[src/rtl/rf_write_queue_if.sv]
// rtl/rf_write_queue_if.sv - handshake/bus bundle between the pipeline and the write-back queue
// Signals:
//   wb_valid/wb_ready/wb_reg/wb_data         write request handshake from the pipeline
//   rf_hold                                   register file busy, suppresses issue
//   rf_decoder_control/rf_load_enable/
//   rf_write_data                             registered write issued to decoder and bank
//   query_reg_a/query_reg_b, pending_a/b      hazard query and combinational answers
//   count                                     current queue occupancy
// Modports: master = pipeline side, slave = queue side.
interface rf_write_queue_if #(
  parameter int DATA_WIDTH = 32,
  parameter int DEPTH      = 4
);
  localparam int CW = $clog2(DEPTH) + 1;

  logic                  wb_valid;
  logic                  wb_ready;
  logic [3:0]            wb_reg;
  logic [DATA_WIDTH-1:0] wb_data;
  logic                  rf_hold;
  logic [3:0]            rf_decoder_control;
  logic                  rf_load_enable;
  logic [DATA_WIDTH-1:0] rf_write_data;
  logic [3:0]            query_reg_a;
  logic [3:0]            query_reg_b;
  logic                  pending_a;
  logic                  pending_b;
  logic [CW-1:0]         count;

  modport master (
    output wb_valid, wb_reg, wb_data, rf_hold, query_reg_a, query_reg_b,
    input  wb_ready, rf_decoder_control, rf_load_enable, rf_write_data,
           pending_a, pending_b, count
  );

  modport slave (
    input  wb_valid, wb_reg, wb_data, rf_hold, query_reg_a, query_reg_b,
    output wb_ready, rf_decoder_control, rf_load_enable, rf_write_data,
           pending_a, pending_b, count
  );
endinterface

[src/rtl/rf_write_queue.sv]
// rtl/rf_write_queue.sv - in-order register-file write-back queue with hazard query
// Ports:
//   clk    rising-edge clock
//   reset  synchronous active-high, clears pointers, count and issue registers
//   bus    rf_write_queue_if.slave: write request in, registered write out,
//          hazard query in, pending flags and occupancy out
module rf_write_queue #(
  parameter int DATA_WIDTH = 32,
  parameter int DEPTH      = 4
) (
  input logic             clk,
  input logic             reset,
  rf_write_queue_if.slave bus
);
  localparam int PW = $clog2(DEPTH);
  localparam int CW = PW + 1;

  logic [3:0]            r_mem_reg  [DEPTH];
  logic [DATA_WIDTH-1:0] r_mem_data [DEPTH];
  logic [PW-1:0]         r_head;
  logic [PW-1:0]         r_tail;
  logic [CW-1:0]         r_count;
  logic [3:0]            r_dec;
  logic                  r_en;
  logic [DATA_WIDTH-1:0] r_wdata;

  logic w_ready;
  logic w_push;
  logic w_pop;
  logic w_hit_a;
  logic w_hit_b;

  // Full/empty come from the occupancy counter; pointers alone are ambiguous.
  assign w_ready = (r_count != CW'(DEPTH));
  assign w_push  = bus.wb_valid && w_ready;
  assign w_pop   = (r_count != '0) && !bus.rf_hold;

  // Storage needs no reset: only entries inside [head, head+count) are ever read.
  always_ff @(posedge clk) begin
    if (w_push) begin
      r_mem_reg[r_tail]  <= bus.wb_reg;
      r_mem_data[r_tail] <= bus.wb_data;
    end
  end

  always_ff @(posedge clk) begin
    if (reset) begin
      r_head  <= '0;
      r_tail  <= '0;
      r_count <= '0;
      r_dec   <= '0;
      r_en    <= 1'b0;
      r_wdata <= '0;
    end else begin
      if (w_push) begin
        r_tail <= r_tail + PW'(1);
      end
      // Decoder control and data hold their last value when nothing issues.
      if (w_pop) begin
        r_head  <= r_head + PW'(1);
        r_dec   <= r_mem_reg[r_head];
        r_wdata <= r_mem_data[r_head];
        r_en    <= 1'b1;
      end else begin
        r_en    <= 1'b0;
      end
      case ({w_push, w_pop})
        2'b10:   r_count <= r_count + CW'(1);
        2'b01:   r_count <= r_count - CW'(1);
        default: r_count <= r_count;
      endcase
    end
  end

  // Hazard flags cover the live FIFO window plus the write on the outputs.
  // A request being pushed this cycle is deliberately not included.
  always_comb begin
    w_hit_a = r_en && (r_dec == bus.query_reg_a);
    w_hit_b = r_en && (r_dec == bus.query_reg_b);
    for (int i = 0; i < DEPTH; i++) begin
      if (CW'(i) < r_count) begin
        if (r_mem_reg[r_head + PW'(i)] == bus.query_reg_a) w_hit_a = 1'b1;
        if (r_mem_reg[r_head + PW'(i)] == bus.query_reg_b) w_hit_b = 1'b1;
      end
    end
  end

  assign bus.wb_ready           = w_ready;
  assign bus.rf_decoder_control = r_dec;
  assign bus.rf_load_enable     = r_en;
  assign bus.rf_write_data      = r_wdata;
  assign bus.pending_a          = w_hit_a;
  assign bus.pending_b          = w_hit_b;
  assign bus.count              = r_count;
endmodule

[src/flat_wrapper.sv]
// flat-port wrapper written by rule: the top's interface ports become plain ports
module rf_write_queue_flat 
#(
  parameter int DATA_WIDTH = 32,
  parameter int DEPTH      = 4
)
  (clk, reset, bus_wb_valid, bus_wb_reg, bus_wb_data, bus_rf_hold, bus_query_reg_a, bus_query_reg_b, bus_wb_ready, bus_rf_decoder_control, bus_rf_load_enable, bus_rf_write_data, bus_pending_a, bus_pending_b, bus_count);
  rf_write_queue_if #(.DATA_WIDTH(DATA_WIDTH), .DEPTH(DEPTH)) bus_i ();
  input logic clk;
  input logic reset;
  input wire logic [$bits(bus_i.wb_valid)-1:0] bus_wb_valid;
  input wire logic [$bits(bus_i.wb_reg)-1:0] bus_wb_reg;
  input wire logic [$bits(bus_i.wb_data)-1:0] bus_wb_data;
  input wire logic [$bits(bus_i.rf_hold)-1:0] bus_rf_hold;
  input wire logic [$bits(bus_i.query_reg_a)-1:0] bus_query_reg_a;
  input wire logic [$bits(bus_i.query_reg_b)-1:0] bus_query_reg_b;
  output wire logic [$bits(bus_i.wb_ready)-1:0] bus_wb_ready;
  output wire logic [$bits(bus_i.rf_decoder_control)-1:0] bus_rf_decoder_control;
  output wire logic [$bits(bus_i.rf_load_enable)-1:0] bus_rf_load_enable;
  output wire logic [$bits(bus_i.rf_write_data)-1:0] bus_rf_write_data;
  output wire logic [$bits(bus_i.pending_a)-1:0] bus_pending_a;
  output wire logic [$bits(bus_i.pending_b)-1:0] bus_pending_b;
  output wire logic [$bits(bus_i.count)-1:0] bus_count;
  assign bus_i.wb_valid = bus_wb_valid;
  assign bus_i.wb_reg = bus_wb_reg;
  assign bus_i.wb_data = bus_wb_data;
  assign bus_i.rf_hold = bus_rf_hold;
  assign bus_i.query_reg_a = bus_query_reg_a;
  assign bus_i.query_reg_b = bus_query_reg_b;
  assign bus_wb_ready = bus_i.wb_ready;
  assign bus_rf_decoder_control = bus_i.rf_decoder_control;
  assign bus_rf_load_enable = bus_i.rf_load_enable;
  assign bus_rf_write_data = bus_i.rf_write_data;
  assign bus_pending_a = bus_i.pending_a;
  assign bus_pending_b = bus_i.pending_b;
  assign bus_count = bus_i.count;
  rf_write_queue #(.DATA_WIDTH(DATA_WIDTH), .DEPTH(DEPTH)) u_core (.clk(clk), .reset(reset), .bus(bus_i));
endmodule
[config.mk]
export PLATFORM = sky130hd
export DESIGN_NAME = rf_write_queue_flat
export DESIGN_NICKNAME = d
export VERILOG_FILES = /design/src/rtl/rf_write_queue_if.sv /design/src/rtl/rf_write_queue.sv /design/src/flat_wrapper.sv
export SDC_FILE = /design/constraint.sdc
export NUM_CORES = 1
export LEC_CHECK = 0
export CAP_MARGIN = 20
export CORE_MARGIN = 3
export CORE_UTILIZATION = 50
export DETAILED_ROUTE_END_ITERATION = 10
export PLACE_DENSITY = 0.73
export SYNTH_ARGS = -nofsm -noshare
export SYNTH_HDL_FRONTEND = slang
export SYNTH_SLANG_ARGS = --single-unit
[constraint.sdc]
create_clock -name clk -period 1.9 [get_ports clk]
set_input_delay 0.19 -clock clk [delete_from_list [all_inputs] [get_ports clk]]
set_output_delay 0.19 -clock clk [all_outputs]
set_load 0.005 [all_outputs]
Word-level counts from Yosys, hierarchy flattened:

Memories as Yosys holds them, arrays and structs flattened. A register that Yosys moved wholly into a read port is not among the register bits.
Index checks and enable logic that the tools add are counted.
W data, S select, Z words.

* memories: 2
* register bits: 12
* bits in writable memories: 144
* output and inout port bits: 43
* bits of input ports: 48
* logic and storage cells: 59

Memory list
* u_core.r_mem_data: words 4, bits a word 32, read ports 1, clocked after memory_dff 1, write ports 1, RTL line rf_write_queue.sv:19 `logic [DATA_WIDTH-1:0] r_mem_data [DEPTH];`
* u_core.r_mem_reg: words 4, bits a word 4, read ports 4, clocked after memory_dff 1, write ports 1, RTL line rf_write_queue.sv:18 `logic [3:0] r_mem_reg [DEPTH];`

* eq/ne operators: 13
* add/subtract/negate cells: 6
* mux-type cells: 22
* $lt $le $gt $ge: 4
* reductions and logical operators: 7

Operators with widths (number)
* $eq A4 B4 Y1: 10
* $mux W1: 19
* $lt A1 B3 Y1 const A: 2
* $lt A2 B3 Y1 const A: 2
* $pmux W3 S2: 1
* $add A2 B1 Y2 const B: 2
* $add A2 B2 Y2 const B: 2
* $logic_and A1 B1 Y1: 4
* $mux W2: 2
* $add A3 B1 Y3 const B: 1
* $ne A3 B3 Y1 const B: 1
* $reduce_bool A3 Y1: 1
* $sub A3 B1 Y3 const B: 1
* $eq A2 B1 Y1 const B: 1
* $eq A2 B2 Y1 const B: 1
* $reduce_bool A2 Y1: 1
* $logic_not A1 Y1: 1

Logic depth before layout (Yosys ltp):

* depth in word-level cells: 10
* depth in mapped cells: 9
* gate-level depth less buffers: 9

Least setup slack after synthesis:

OpenSTA, ideal clock, no wires.

* path type: flip-flop to flip-flop
* start point: register u_core.r_count[0] (netlist: u_core.bus.count[0])
* end point: memory u_core.r_mem_data[0][0], enable pin
* setup time: 397 ps
* stages on the path, launching flop included: 5
* required time: 1503 ps
* data arrival time: 1836 ps
* path slack: -332 ps
* path buffers: 0
* clock period less this slack: 2232 ps
* cells stage by stage: dfxtp_1 inv_1 ha_1 nand2_1 and3_1

* longest elaborated chain between the ends: 4

Ends and longest elaborated chain
* from (decl): RTL line rf_write_queue.sv:22 `logic [CW-1:0] r_count;`
* from (signal assigned): RTL line rf_write_queue.sv:68 `2'b10: r_count <= r_count + CW'(1);`
* from (signal assigned): RTL line rf_write_queue.sv:69 `2'b01: r_count <= r_count - CW'(1);`
* from (signal assigned): RTL line rf_write_queue.sv:70 `default: r_count <= r_count;`
* $ne A3 B3 Y1: RTL line rf_write_queue.sv:34 `assign w_ready = (r_count != CW'(DEPTH));`
* via bus_wb_ready: RTL line flat_wrapper.sv:17 `output wire logic [$bits(bus_i.wb_ready)-1:0] bus_wb_ready;`
* $logic_and A1 B1 Y1: RTL line rf_write_queue.sv:35 `assign w_push = bus.wb_valid && w_ready;`
* $mux W1: RTL line rf_write_queue.sv:40 `if (w_push) begin`
* $mux W1 (implied by the code): RTL line rf_write_queue.sv:42 `r_mem_data[r_tail] <= bus.wb_data;`
* to (decl): RTL line rf_write_queue.sv:19

The timed path passes the listed nets, and every way through them passes these cells.

Worst setup path after layout:

* start point: register u_core.r_head[0]
* end point: output port bus_pending_b

* longest elaborated chain between the ends: 9
* elaborated cells between the ends (all ways): 13
* those cells by class: 3 x add/sub; 3 x eq/ne; 6 x mux; 1 x memory

Ends and longest elaborated chain
* from (decl): RTL line rf_write_queue.sv:20 `logic [PW-1:0] r_head;`
* from (signal assigned): RTL line rf_write_queue.sv:60 `r_head <= r_head + PW'(1);`
* $add A2 B1 Y2: RTL line rf_write_queue.sv:83 `if (r_mem_reg[r_head + PW'(i)] == bus.query_reg_b) w_hit_b = 1'b1;`
* $mem_v2 Z4 W4 *
* $eq A4 B4 Y1: RTL line rf_write_queue.sv:83
* $mux W1: RTL line rf_write_queue.sv:83
* $mux W1: RTL line rf_write_queue.sv:81 `if (CW'(i) < r_count) begin`
* $mux W1: RTL line rf_write_queue.sv:83
* $mux W1: RTL line rf_write_queue.sv:81
* $mux W1: RTL line rf_write_queue.sv:83
* $mux W1 *: RTL line rf_write_queue.sv:81
* to (decl): RTL line flat_wrapper.sv:22 `output wire logic [$bits(bus_i.pending_b)-1:0] bus_pending_b;`

Every way passes the cells marked *; elsewhere a longest branch is shown, timed or not.

==> flow_summary.json <==
{
  "cts_tree": "yes",
  "ioPinCount": 91,
  "synthCells": 491,
  "port-buffer-count": 90,
  "rsz0062_at_grt": "yes",
  "die-area_um2": 17100,
  "vdd_ir_drop_max_mv": 0.674,
  "clock_sinks": 190,
  "postLayoutSetupSlackWorst_ns": -0.781,
  "start_kind": "register",
  "critPathArrivalTime_ns": 2.49,
  "cpMaxStageDelayCell": "or4_4",
  "wirelength_um": 16500,
  "hp-class": "primary input to register",
  "fin_util_pct": 68.1,
  "synth_area_um2": 7770,
  "worst_setup_hold_path_clk_slew_ns": 0.07,
  "fmax_ghz": 0.373,
  "synth_top_area_share_pct": 55.7,
  "diodes": 0,
  "gp_congestion": 0.925,
  "p_seq_share_pct": 40.5,
  "endpoint": "bus_pending_b",
  "largest_reg_flops": 128,
  "core-area_um2": 14900,
  "netlist_top_cells_area": "edfxtp_1 (56%), dfxtp_1 (12%), mux4_2 (12%)",
  "drcViolationCount": 0,
  "setup_viol": 3,
  "p_switching_mw": 3.55,
  "syn-num-nets": 548,
  "reg2regPathDepth": 11,
  "drive_gt1_share_pct": 27.2,
  "first_iter_violations": 374,
  "critPathRequiredTime_ns": 1.71,
  "hold_viol": 0,
  "grt_max_degree": 46,
  "rows": 44,
  "ff2ff_setup_slack_ns": -0.02,
  "multi_input_area_um2": 2410,
  "crit_chain": "buf_6 > mux4_2 > xnor2_2 > nand3_2 > nor3_2 > or4_4 > buf_6",
  "yosysTopAreaCell": "edfxtp_1",
  "period_needed_ns": 2.68,
  "cts_max_path_buffers": 2,
  "p_clk_share_pct": 29.4,
  "postCtsHoldBufs": 0,
  "cp_max_fo": 8,
  "power_frac_comb_pct": 30.1,
  "syn_to_final_growth_pct": 30.4,
  "fin_skew_ns": 0.00732,
  "dp_hpwl_um": 9930,
  "crit_top_cell": "buf_6",
  "leakage_nw": 3.46,
  "swShare_pct": 27.2,
  "place_ws_ns": -0.593,
  "maxCapViolations": 0,
  "die_y_um": 131,
  "grt_pass1_wl_um": 25200,
  "htree_levels": 4,
  "slew_viol_final": 0,
  "slew_headroom_pct": 62.3,
  "numCtsBuffers": 17,
  "internal-power_mw": 9.49,
  "p_per_area_nw_per_um2": 1290,
  "syn_avg_cell_area_um2": 15.8,
  "grt_pass1_vias": 4802,
  "start_util_pct": 52.2,
  "num_vias": 4665,
  "crit_type": "register to output pin",
  "fillerInstances": 993,
  "r2r_start": "u_core.bus.count[1]$_SDFFE_PP0P_",
  "r2r-end": "u_core.bus.count[2]$_SDFFE_PP0P_",
  "ff_latch_area_um2": 5260,
  "dieWidth_um": 131,
  "grt_antenna_before_repair": 0,
  "clk_latency_ns": 0.42,
  "startpoint": "u_core.r_head[0]$_SDFFE_PP0P_",
  "post_drt_wl_per_cell_um": 19.7,
  "ant_nets": 0,
  "synth.yosys.seq_area_share_pct": 67.5,
  "clockRootBuffer": "clkbuf_16",
  "end_kind": "output pin",
  "yosysWarnings": 0,
  "slowest_delay_ns": 0.55,
  "grt-ovfl-total": 0,
  "drt-pass1-iter-count": 5,
  "outcome": "finished with violations",
  "min_period_over_period_pct": 141,
  "worst_pin_slew_ns": 0.565,
  "grt_use_total_pct": 19.9,
  "vias_per_cell": 5.59,
  "nets": 695,
  "ys_seq_elements": 190,
  "violations": "setup timing",
  "synthDistinctLibCells": 31
}
## power by group through the flow
| stage | Clock (mW) | Combinational [mW] | Sequential [mW] |
|---|---|---|---|
| floorplan | 0 | 2.11 | 5.31 |
| global placement | 0 | 3.44 | 5.34 |
| global route | 4.05 | 4.24 | 5.32 |
| CTS | 3.88 | 3.76 | 5.28 |
| detailed placement | 0 | 3.51 | 5.38 |
| finish | 3.83 | 3.93 | 5.28 |
## cells by family after synthesis
logic type / after synthesis / synth area share [%]
XOR/XNOR: 45 / 5.07
AO/OA/AOI/OAI: 49 / 3.37
buffers and inverters: 39 / 2.35
flip-flops: 190 / 67.5
adder cells (fa/ha/maj): 9 / 1.45
AND/OR/NAND/NOR: 106 / 5.65
multiplexers: 53 / 14.6
## cell usage in the layout (no fill, tap or decap), types with 2 or more instances in the layout
cell type and n:
a21oi_1 39, and3_2 4, buf_12 9, buf_2 3
buf_4 55, buf_6 6, bufinv_16 5, clkbuf_16 17
clkdlybuf4s50_1 86, clkinv_1 2, clkinv_4 2, dfxtp_1 41
dfxtp_2 3, dfxtp_4 2, edfxtp_1 144, ha_1 7
ha_4 2, inv_1 4, inv_2 2, inv_6 3
mux2_2 2, mux2i_1 4, mux4_2 45, nand2_1 76
nand4_1 2, nor2_1 10, nor3_1 4, nor4_1 2
o21ai_1 3, or4_4 2, xnor2_1 19, xnor2_2 3
xor2_1 22
## worst max-delay path: cells and delay by family (launching register included)
family	cells	cell delay, ns
AND/OR/NAND/NOR	3	0.69
multiplexers	1	0.54
flip-flops	1	0.42
buffers and inverters	2	0.26
XOR/XNOR	1	0.16
## routing by layer
metal	vias to the layer above	global-route usage (%)	part of all wire, %	wire (um)
met5	-	0	0	0
met4	0	8.11	2.3	376
met3	31	4.02	5.0	828
met2	144	33.3	52	8490
met1	2355	25.8	41	6770
li1	2135	-	-	-
## through the flow
step | power (mW) | setup TNS [ns] | hold slack, ns | area (um2) | instances
finish | 13.0 | -1.47 | 0.350 | 10100 | 835
global route | 13.6 | -1.75 | 0.369 | 10100 | 835
CTS | 12.9 | -1.40 | 0.326 | 10000 | 831
detailed placement | 8.89 | -3.90 | 0.445 | 9220 | 782
global placement | 8.78 | -2.84 | 0.440 | 9220 | 782
floorplan | 7.42 | -0.0377 | 0.289 | 7770 | 491
## how the worst min path moves through the flow
stage / start / endpoint / slack, ns / cells past startpoint
global route: reset / register / 0.37 / 3
global placement: u_core.bus.rf_write_data[9]$_SDFFE_PP0P_ / u_core.bus.rf_write_data[9]$_SDFFE_PP0P_ / 0.44 / 2
CTS: reset / u_core.bus.count[0]$_SDFFE_PP0P_ / 0.33 / 3
floorplan: bus_wb_data[0] / u_core.r_mem_data[0][0]$_DFFE_PP_ / 0.29 / 0
detailed placement: u_core.bus.rf_write_data[18]$_SDFFE_PP0P_ / u_core.bus.rf_write_data[18]$_SDFFE_PP0P_ / 0.45 / 2
finish: reset / register / 0.35 / 3
## cell usage after synthesis
cell type and n:
a21oi_1 40, mux2_2 2, nand2_1 77, dfxtp_1 46, inv_1 7, xor2_1 23, mux4_2 40, mux2i_1 5
buf_1 1, nand4_1 2, o31ai_1 1, and2_1 1, mux4_1 6, ha_1 9, nor4_1 2, buf_2 5
and3_1 4, or4_1 2, a31oi_1 1, o21ai_0 3, xnor2_1 22, o311ai_0 2, nor2_1 10, clkbuf_1 22
buf_6 4, nand3_1 2, a21o_1 1, or3_1 1, edfxtp_1 144, a211oi_1 1, nor3_1 5
## timing repair
item,CTS,global route
resized for setup,26,18
setup buffers,17,4
hold endpoints to repair,0,0
pin swaps,10,8
setup endpoints to repair,55,70
## final cells by class
| class | instances | area share, % |
|---|---|---|
| repair buffers | 160 | 15.3 |
| well taps | 184 | 2.27 |
| flip-flops and latches | 190 | 51.9 |
| clock inverters | 14 | 2.11 |
| multi-input cells | 262 | 23.9 |
| inverters | 7 | 0.284 |
| clock buffers | 18 | 4.24 |
Note: power is estimated with default switching activity, not from simulation.
